[src/rtl/cdr_loop_nco_if.sv]
// Bundle between the CDR phase detector and the loop filter / NCO.
// The detector side (master) drives the phase error strobe and the freeze
// control; the NCO side (slave) returns the regenerated clock and status.
interface cdr_loop_nco_if;
    logic signed [3:0] phase_error;
    logic              pe_valid;
    logic              freeze;
    logic              recovered_clk;
    logic [5:0]        period;
    logic              locked;
    logic              int_sat;

    modport master (
        output phase_error,
        output pe_valid,
        output freeze,
        input  recovered_clk,
        input  period,
        input  locked,
        input  int_sat
    );

    modport slave (
        input  phase_error,
        input  pe_valid,
        input  freeze,
        output recovered_clk,
        output period,
        output locked,
        output int_sat
    );
endinterface

[src/rtl/cdr_loop_nco.sv]
// PI loop filter and clock-divider NCO closing the CDR loop.
// The phase error is integrated with saturation, combined with a proportional
// term into a period correction, and the divider picks up the corrected
// period only at a wrap so no period is ever truncated or stretched.
module cdr_loop_nco #(
    parameter int NOM_PERIOD = 16,
    parameter int MIN_PERIOD = 8,
    parameter int MAX_PERIOD = 32,
    parameter int KP         = 1,
    parameter int KI_SHIFT   = 2,
    parameter int INT_W      = 10,
    parameter int LOCK_TOL   = 1,
    parameter int LOCK_COUNT = 8
) (
    input  logic           clk,
    input  logic           reset_n,
    cdr_loop_nco_if.slave  nco
);

    localparam int LCW = $clog2(LOCK_COUNT + 1);

    localparam logic signed [15:0]      KP_S    = 16'(KP);
    localparam logic signed [15:0]      NOM_S   = 16'(NOM_PERIOD);
    localparam logic signed [15:0]      MIN_S   = 16'(MIN_PERIOD);
    localparam logic signed [15:0]      MAX_S   = 16'(MAX_PERIOD);
    localparam logic [5:0]              NOM_P   = 6'(NOM_PERIOD);
    localparam logic [5:0]              MIN_P   = 6'(MIN_PERIOD);
    localparam logic [5:0]              MAX_P   = 6'(MAX_PERIOD);
    localparam logic signed [INT_W-1:0] INT_MAX = {1'b0, {(INT_W-1){1'b1}}};
    localparam logic signed [INT_W-1:0] INT_MIN = {1'b1, {(INT_W-1){1'b0}}};
    localparam logic [LCW-1:0]          LOCK_N  = LCW'(LOCK_COUNT);

    logic [5:0]              cnt;
    logic [5:0]              period_q;
    logic [5:0]              next_period;
    logic signed [INT_W-1:0] integ;
    logic signed [3:0]       pe_reg;
    logic [LCW-1:0]          lock_cnt;
    logic                    rclk_q;
    logic                    locked_q;
    logic                    int_sat_q;

    // Integrator sum one bit wider so overflow shows up as a sign mismatch.
    logic signed [INT_W:0]   sum_ext;
    logic                    sum_ovf;
    logic signed [INT_W-1:0] sum_sat;

    logic signed [15:0]      pe16;
    logic signed [15:0]      integ16;
    logic signed [15:0]      corr;
    logic signed [15:0]      target;
    logic [5:0]              target_clamped;

    logic signed [4:0]       pe5;
    logic [4:0]              pe_abs;
    logic                    in_tol;
    logic [LCW-1:0]          lock_cnt_nxt;

    // Saturating integrator input and PI correction from registered state.
    always_comb begin
        sum_ext = {integ[INT_W-1], integ} + {{(INT_W-3){nco.phase_error[3]}}, nco.phase_error};
        sum_ovf = (sum_ext[INT_W] != sum_ext[INT_W-1]);
        sum_sat = sum_ovf ? (sum_ext[INT_W] ? INT_MIN : INT_MAX) : sum_ext[INT_W-1:0];

        pe16    = {{12{pe_reg[3]}}, pe_reg};
        integ16 = {{(16-INT_W){integ[INT_W-1]}}, integ};
        corr    = KP_S * pe16 + (integ16 >>> KI_SHIFT);
        target  = NOM_S - corr;

        if (target < MIN_S)
            target_clamped = MIN_P;
        else if (target > MAX_S)
            target_clamped = MAX_P;
        else
            target_clamped = target[5:0];
    end

    // Lock qualifier; |-8| must come out as 8, hence the 5-bit magnitude.
    always_comb begin
        pe5    = {nco.phase_error[3], nco.phase_error};
        pe_abs = pe5[4] ? 5'(-pe5) : pe5;
        in_tol = (pe_abs <= 5'(LOCK_TOL));
        lock_cnt_nxt = lock_cnt;
        if (nco.pe_valid) begin
            if (!in_tol)
                lock_cnt_nxt = '0;
            else if (lock_cnt != LOCK_N)
                lock_cnt_nxt = lock_cnt + 1'b1;
        end
    end

    // Filter state advances on each accepted strobe unless frozen.
    always_ff @(posedge clk or negedge reset_n) begin
        if (!reset_n) begin
            pe_reg    <= '0;
            integ     <= '0;
            int_sat_q <= 1'b0;
        end else if (nco.pe_valid && !nco.freeze) begin
            pe_reg    <= nco.phase_error;
            integ     <= sum_sat;
            int_sat_q <= sum_ovf;
        end
    end

    // Period target registered every cycle from the filter state.
    always_ff @(posedge clk or negedge reset_n) begin
        if (!reset_n)
            next_period <= NOM_P;
        else
            next_period <= target_clamped;
    end

    // Divider: new period is only picked up at the wrap.
    always_ff @(posedge clk or negedge reset_n) begin
        if (!reset_n) begin
            cnt      <= '0;
            period_q <= NOM_P;
        end else if (cnt == period_q - 6'd1) begin
            cnt      <= '0;
            period_q <= next_period;
        end else begin
            cnt      <= cnt + 6'd1;
        end
    end

    // Registered clock: high for the first floor(P/2) counts of each period.
    always_ff @(posedge clk or negedge reset_n) begin
        if (!reset_n)
            rclk_q <= 1'b0;
        else
            rclk_q <= (cnt < (period_q >> 1));
    end

    // Lock counter and flag; flag follows the counter's next value so it
    // moves one cycle after the deciding strobe.
    always_ff @(posedge clk or negedge reset_n) begin
        if (!reset_n) begin
            lock_cnt <= '0;
            locked_q <= 1'b0;
        end else begin
            lock_cnt <= lock_cnt_nxt;
            locked_q <= (lock_cnt_nxt == LOCK_N);
        end
    end

    assign nco.recovered_clk = rclk_q;
    assign nco.period        = period_q;
    assign nco.locked        = locked_q;
    assign nco.int_sat       = int_sat_q;

endmodule

[src/flat_wrapper.sv]
// flat-port wrapper written by rule: the top's interface ports become plain ports
module cdr_loop_nco_flat 
#(
    parameter int NOM_PERIOD = 16,
    parameter int MIN_PERIOD = 8,
    parameter int MAX_PERIOD = 32,
    parameter int KP         = 1,
    parameter int KI_SHIFT   = 2,
    parameter int INT_W      = 10,
    parameter int LOCK_TOL   = 1,
    parameter int LOCK_COUNT = 8
)
  (clk, reset_n, nco_phase_error, nco_pe_valid, nco_freeze, nco_recovered_clk, nco_period, nco_locked, nco_int_sat);
  cdr_loop_nco_if nco_i ();
  input  logic clk;
  input  logic reset_n;
  input wire logic [$bits(nco_i.phase_error)-1:0] nco_phase_error;
  input wire logic [$bits(nco_i.pe_valid)-1:0] nco_pe_valid;
  input wire logic [$bits(nco_i.freeze)-1:0] nco_freeze;
  output wire logic [$bits(nco_i.recovered_clk)-1:0] nco_recovered_clk;
  output wire logic [$bits(nco_i.period)-1:0] nco_period;
  output wire logic [$bits(nco_i.locked)-1:0] nco_locked;
  output wire logic [$bits(nco_i.int_sat)-1:0] nco_int_sat;
  assign nco_i.phase_error = nco_phase_error;
  assign nco_i.pe_valid = nco_pe_valid;
  assign nco_i.freeze = nco_freeze;
  assign nco_recovered_clk = nco_i.recovered_clk;
  assign nco_period = nco_i.period;
  assign nco_locked = nco_i.locked;
  assign nco_int_sat = nco_i.int_sat;
  cdr_loop_nco #(.NOM_PERIOD(NOM_PERIOD), .MIN_PERIOD(MIN_PERIOD), .MAX_PERIOD(MAX_PERIOD), .KP(KP), .KI_SHIFT(KI_SHIFT), .INT_W(INT_W), .LOCK_TOL(LOCK_TOL), .LOCK_COUNT(LOCK_COUNT)) u_core (.clk(clk), .reset_n(reset_n), .nco(nco_i));
endmodule
[config.mk]
export PLATFORM = sky130hd
export DESIGN_NAME = cdr_loop_nco_flat
export DESIGN_NICKNAME = d
export VERILOG_FILES = /design/src/rtl/cdr_loop_nco_if.sv /design/src/rtl/cdr_loop_nco.sv /design/src/flat_wrapper.sv
export SDC_FILE = /design/constraint.sdc
export NUM_CORES = 1
export LEC_CHECK = 0
export CAP_MARGIN = 20
export CORE_ASPECT_RATIO = 1.5
export CORE_MARGIN = 5
export CORE_UTILIZATION = 50
export CTS_CLUSTER_DIAMETER = 30
export DETAILED_ROUTE_END_ITERATION = 16
export GPL_TIMING_DRIVEN = 0
export PLACE_DENSITY_LB_ADDON = 0.1
export SKIP_LAST_GASP = 1
export SYNTH_ARGS = -nofsm -noshare
export SYNTH_HDL_FRONTEND = slang
export SYNTH_SLANG_ARGS = --single-unit
[constraint.sdc]
create_clock -name clk -period 6.75 [get_ports clk]
set_input_delay 0.675 -clock clk [delete_from_list [all_inputs] [get_ports clk]]
set_output_delay 0.675 -clock clk [all_outputs]
set_load 0.02 [all_outputs]
# Yosys cells after proc, flatten, opt, wreduce, memory -nomap -nowiden
# Index checks and enable logic that the tools add are counted.
[totals] wordCells=35 ff_bits=39 inputBits=8
[op_classes] eq_ne=4 order_cmp=4 n_mux=9 n_reduce_logical=2 addsub=7
[ops] op="$mux W10" count=2
[ops] op="$mux W6" count=3
[ops] op="$gt A16 B7 Y1 const B" count=1
[ops] op="$lt A16 B5 Y1 const B" count=1
[ops] op="$sub A6 B16 Y16 const A" count=1
[ops] op="$mux W4" count=3
[ops] op="$add A10 B4 Y11" count=1
[ops] op="$add A4 B8 Y9" count=1
[ops] op="$add A6 B1 Y6 const B" count=1
[ops] op="$eq A6 B6 Y1" count=1
[ops] op="$lt A6 B5 Y1" count=1
[ops] op="$sub A6 B1 Y6 const B" count=1
[ops] op="$le A5 B1 Y1 const B" count=1
[ops] op="$mux W5" count=1
[ops] op="$neg A4 Y5" count=1
[ops] op="$add A4 B1 Y4 const B" count=1
[ops] op="$eq A4 B4 Y1 const B" count=1
[ops] op="$ne A4 B4 Y1 const B" count=1
[ops] op="$logic_and A1 B1 Y1" count=1
[ops] op="$logic_not A1 Y1" count=1
[ops] op="$ne A1 B1 Y1" count=1

# Depth between registers and ports, before layout
[depth] depth_word=6 mapped_depth=12 depth_no_buf=11

# Worst setup path after synthesis
# Ideal clock, no wire load.
[synth_timing] path_type="reg-to-reg" from="reg u_core.integ[2]" to="reg u_core.next_period[2]" required_time_ns=6.630 path_stages_with_launch=11 path_buffers=0 setup_slack_ns=3.985 period_less_slack_ns=2.765 t_arrival_ns=2.645 path_cell_list="dfrtp_1 ha_1 fa_1 xnor2_1 and3_1 a21bo_4 a21o_1 or3_1 a21oi_1 o221a_2 nor3_1"
[synth_via] elab_chain_len=5 word_cells_on_any_way=6
[synth_rtl] element="start: declaration" line_no="cdr_loop_nco.sv:36" text="logic signed [INT_W-1:0] integ;"
[synth_rtl] element="start signal: assignment" line_no="cdr_loop_nco.sv:100" text="integ <= sum_sat;"
[synth_rtl] element="$add A4 B8 Y9 *" line_no="cdr_loop_nco.sv:67" text="corr = KP_S * pe16 + (integ16 >>> KI_SHIFT);"
[synth_rtl] element="$sub A6 B16 Y16 *" line_no="cdr_loop_nco.sv:68" text="target = NOM_S - corr;"
[synth_rtl] element="$gt A16 B7 Y1" line_no="cdr_loop_nco.sv:72" text="else if (target > MAX_S)"
[synth_rtl] element="$mux W6" line_no="cdr_loop_nco.sv:72"
[synth_rtl] element="$mux W6 *" line_no="cdr_loop_nco.sv:70" text="if (target < MIN_S)"
[synth_rtl] element="via u_core.target_clamped[2]" line_no="cdr_loop_nco.sv:52" text="logic [5:0] target_clamped;"
[synth_rtl] element="end signal: assignment" line_no="cdr_loop_nco.sv:110" text="next_period <= target_clamped;"
[synth_rtl] element="end: declaration" line_no="cdr_loop_nco.sv:35" text="logic [5:0] next_period;"
# Mark *: on every way through the listed nets, which the timed path passes. The rest lies on a longest branch.
# A chain may end at the register's enable or synchronous reset.

# Final worst setup path
[layout_timing] from="in nco_phase_error[0]" to="reg u_core.integ[8]"
[layout_via] elab_chain_len=3 word_cells_on_any_way=4
[layout_rtl] element="start: declaration" line_no="flat_wrapper.sv:17" text="input wire logic [$bits(nco_i.phase_error)-1:0] nco_phase_error;"
[layout_rtl] element="$add A10 B4 Y11 *" line_no="cdr_loop_nco.sv:61" text="sum_ext = {integ[INT_W-1], integ} + {{(INT_W-3){nco.phase_error[3]}}, nco.phase_error};"
[layout_rtl] element="$mux W10 or $ne A1 B1 Y1 (tied branches)" line_no="cdr_loop_nco.sv:63, cdr_loop_nco.sv:62"
[layout_rtl] element="$mux W10 *" line_no="cdr_loop_nco.sv:63" text="sum_sat = sum_ovf ? (sum_ext[INT_W] ? INT_MIN : INT_MAX) : sum_ext[INT_W-1:0];"
# Every way passes the cells marked *; elsewhere a longest branch is shown, timed or not.

==> results.sh <==
export IMPL_status="completed"
export IMPL_crit_type="in -> reg"
export IMPL_end_kind="flip-flop"
export IMPL_drive_above_1_share=0.08646
export IMPL_fin_nets=384
export IMPL_cts_tree="done"
export IMPL_yosysUniqueCellTypes=58
export IMPL_path_max_fanout=8
export IMPL_grt_max_degree=40
export IMPL_power_mw=1.377
export IMPL_yosysWarnings=0
export IMPL_synth_cells=323
export IMPL_netlist_top_cells_area="dfrtp_1 32%, ha_1 12%, xnor2_1 5.7%"
export IMPL_drtIter0Drc=44
export IMPL_dp_final_hpwl_mm=4.711
export IMPL_fp_dieH_um=103.6
export IMPL_routedWlPerCell_um=13.94
export IMPL_grt_overflow_total=0
export IMPL_yosysTopAreaCell="dfrtp_1"
export IMPL_multi_input_area_um2=1849
export IMPL_cp_data_required_time_ns=6.91
export IMPL_ys_seq_area_frac=0.3348
export IMPL_ant_nets=0
export IMPL_area_growth_pct=11.94
export IMPL_drtPass1Iterations=4
export IMPL_clock_power_share=0.126
export IMPL_syn_avg_cell_area_um2=9.049
export IMPL_crit_path_top_delay_cell="o41ai_1"
export IMPL_switching_share=0.4490
export IMPL_max_cap_violations=0
export IMPL_regArea_um2=978.4
export IMPL_die_w_um=72.43
export IMPL_clkTransAtPathRegs_ns=0.08
export IMPL_place_gp_congestion=0.8516
export IMPL_postCtsSetupBuffers=0
export IMPL_synth_area_um2=2923
export IMPL_drcViolationCount=0
export IMPL_crit_chain="clkdlybuf4s50_1 -> ha_1 -> inv_1 -> fa_1 -> nor2b_1 -> o21a_1 -> o21ai_1 -> a21oi_1 -> o41ai_1 -> and2_1 -> or2_1 -> clkbuf_1 -> o21ai_0"
export IMPL_powerDensity_nw_per_um2=420.8
export IMPL_via_count=2369
export IMPL_fmax_mhz=284.2
export IMPL_tns_ns=0
export IMPL_peakVddDrop_v=0.0002702
export IMPL_cts_buffer_depth=2
export IMPL_ctsHoldBuffers=0
export IMPL_syn_num_nets=361
export IMPL_final_cells=419
export IMPL_grt_pass1_vias=2371
export IMPL_cts_resized_gates=0
export IMPL_antenna_found_initial=0
export IMPL_synth_seq_cells=39
export IMPL_layout_min_cycle_time_ns=3.518
export IMPL_p_int_mw=0.7587
export IMPL_antennaDiodeCount=0
export IMPL_power_leakage_nw=1.420
export IMPL_slew_headroom=0.4362
export IMPL_num_rows=34
export IMPL_nFillCells=549
export IMPL_start_util=0.5089
export IMPL_port_buffers=16
export IMPL_ys_flop_type="dfrtp_1"
export IMPL_finalHoldViolations=0
export IMPL_cts_buffers=5
export IMPL_synth_top_area_share=0.3168
export IMPL_timing_final_crit_share=0.5212
export IMPL_clk_latency_ns=0.29
export IMPL_htree_levels=2
export IMPL_largest_register_ff_count=10
export IMPL_finalSetupViolations=0
export IMPL_synth_edf_count=0
export IMPL_comb_power_share=0.636
export IMPL_clkSinkCount=39
export IMPL_async_reset_ff_frac=1.000
export IMPL_place_ws_ns=2.841
export IMPL_worst_pin_slew_ns=0.8457
export IMPL_viasPerCell=5.654
export IMPL_core_area_um2=5743
export IMPL_io_pins=17
export IMPL_max_stage_delay_ns=0.60
export IMPL_cts_root_buf="clkbuf_8"
export IMPL_wl_mm=5.842
export IMPL_setup_ws_ns=3.232
export IMPL_worstPathArrival_ns=3.68
export IMPL_hold_worst_slack_ns=0.4663
export IMPL_top_register="u_core.integ"
export IMPL_p_seq_frac=0.237
export IMPL_p_sw_mw=0.6182
export IMPL_final_max_slew_viol_count=0
export IMPL_hold_path_class="reg -> reg"
export IMPL_finClkSkew_ns=0.005534
export IMPL_rsz0062_at_grt="no"
export IMPL_grt_pass1_wl_mm=10.59
export IMPL_cp_start_kind="input port"
export IMPL_die_area_um2=7506
export IMPL_placed_cells=411
export IMPL_grt_use_total=0.1735
-- critical path: cells and delay by family --
family,cells,cell delay [ns]
AOI/OAI and AO/OA,5,1.30
adders and majority gates,2,0.44
buffers and inverters,3,0.81
and+or+nand+nor,3,0.45
-- cell usage after synthesis (all sizes together), types with 4 or more instances --
cell type / n
xnor2: 19
xor2: 8
a211oi: 5
a21o: 4
nand2b: 9
nor3: 10
inv: 20
ha: 28
mux2: 8
o21ai: 26
a21oi: 20
nand3: 12
nand2: 25
nor2: 27
dfrtp: 37
nor2b: 5
clkbuf: 4
-- stage by stage --
| stage | area, um^2 | util |
|---|---|---|
| detailed placement | 3168 | 0.5516 |
| floorplan | 2923 | - |
| finish | 3272 | 0.5697 |
| CTS | 3272 | 0.5697 |
| global placement | 3173 | 0.5525 |
| global route | 3272 | 0.5697 |
-- cell usage in the layout (no fill, tap or decap), types with 3 or more instances in the layout --
| cell type | Yosys | layout |
|---|---|---|
| dfrtp_1 | 37 | 37 |
| ha_1 | 28 | 28 |
| nor2_1 | 27 | 27 |
| nand2_1 | 24 | 24 |
| o21ai_0 | 23 | 23 |
| inv_1 | 20 | 20 |
| a21oi_1 | 20 | 20 |
| xnor2_1 | 19 | 19 |
| clkdlybuf4s50_1 | 0 | 15 |
| nand3_1 | 12 | 12 |
| nor3_1 | 10 | 10 |
| nand2b_1 | 9 | 9 |
| xor2_1 | 7 | 7 |
| mux2_2 | 7 | 7 |
| clkbuf_8 | 0 | 7 |
| a211oi_1 | 5 | 5 |
| nor2b_1 | 5 | 5 |
| a21o_1 | 4 | 4 |
| clkbuf_1 | 4 | 4 |
| o21ai_1 | 3 | 3 |
| o21bai_1 | 3 | 3 |
| o21a_1 | 3 | 3 |
| or3_1 | 3 | 3 |
| nor3b_1 | 3 | 3 |
-- cell families (layout without fill, tap and decap cells) --
| group | Yosys count | count (layout) | synth area share |
|---|---|---|---|
| mux | 10 | 10 | 0.03767 |
| simple gates | 106 | 106 | 0.1781 |
| buf+inv | 25 | 49 | 0.03253 |
| fa+ha+maj | 30 | 30 | 0.1336 |
| xor+xnor | 27 | 27 | 0.08348 |
| compound gates | 86 | 86 | 0.1999 |
| flops | 39 | 39 | 0.3348 |
-- per-layer routing --
metal / up-vias / track usage / wire [um]
met5: - / 0 / 0
met4: 0 / 0.07916 / 206
met3: 14 / 0.02132 / 130
met2: 33 / 0.3292 / 3337
met1: 1124 / 0.1815 / 2168
li1: 1198 / - / -
-- worst paths after layout --
check / cells past startpoint / endpoint / start / slack (ns)
worst max register to register: 10 / u_core.next_period[3] / u_core.integ[2] / 3.66
worst min register to register: 1 / u_core.nco.period[5] / u_core.next_period[5] / 0.47
worst min-delay path: 1 / u_core.nco.period[5] / u_core.next_period[5] / 0.47
worst max-delay path: 13 / u_core.integ[8] / nco_phase_error[0] / 3.23
max in group asynchronous: 1 / u_core.nco.period[5] / reset_n / 5.73
min in group asynchronous: 1 / u_core.lock_cnt[1] / reset_n / 0.49
-- power by group through the flow --
stage | Sequential, mW | Combinational, mW | Clock (mW)
6_report | 0.326 | 0.876 | 0.174
5_1_grt | 0.333 | 1.00 | 0.192
4_1_cts | 0.326 | 0.882 | 0.181
3_5_place_dp | 0.330 | 0.878 | 0
3_3_place_gp | 0.329 | 0.865 | 0
2_1_floorplan | 0.323 | 0.717 | 0
-- cell type report --
type | instances | share of cell area
inverters | 20 | 0.02294
repair buffers | 16 | 0.04742
clock inverters | 1 | 0.002294
flip-flops and latches | 39 | 0.2990
well taps | 72 | 0.02753
clock buffers | 7 | 0.02945
multi-input cells | 259 | 0.5652
plain buffers | 5 | 0.006119
(Power assumes the default switching activity.)
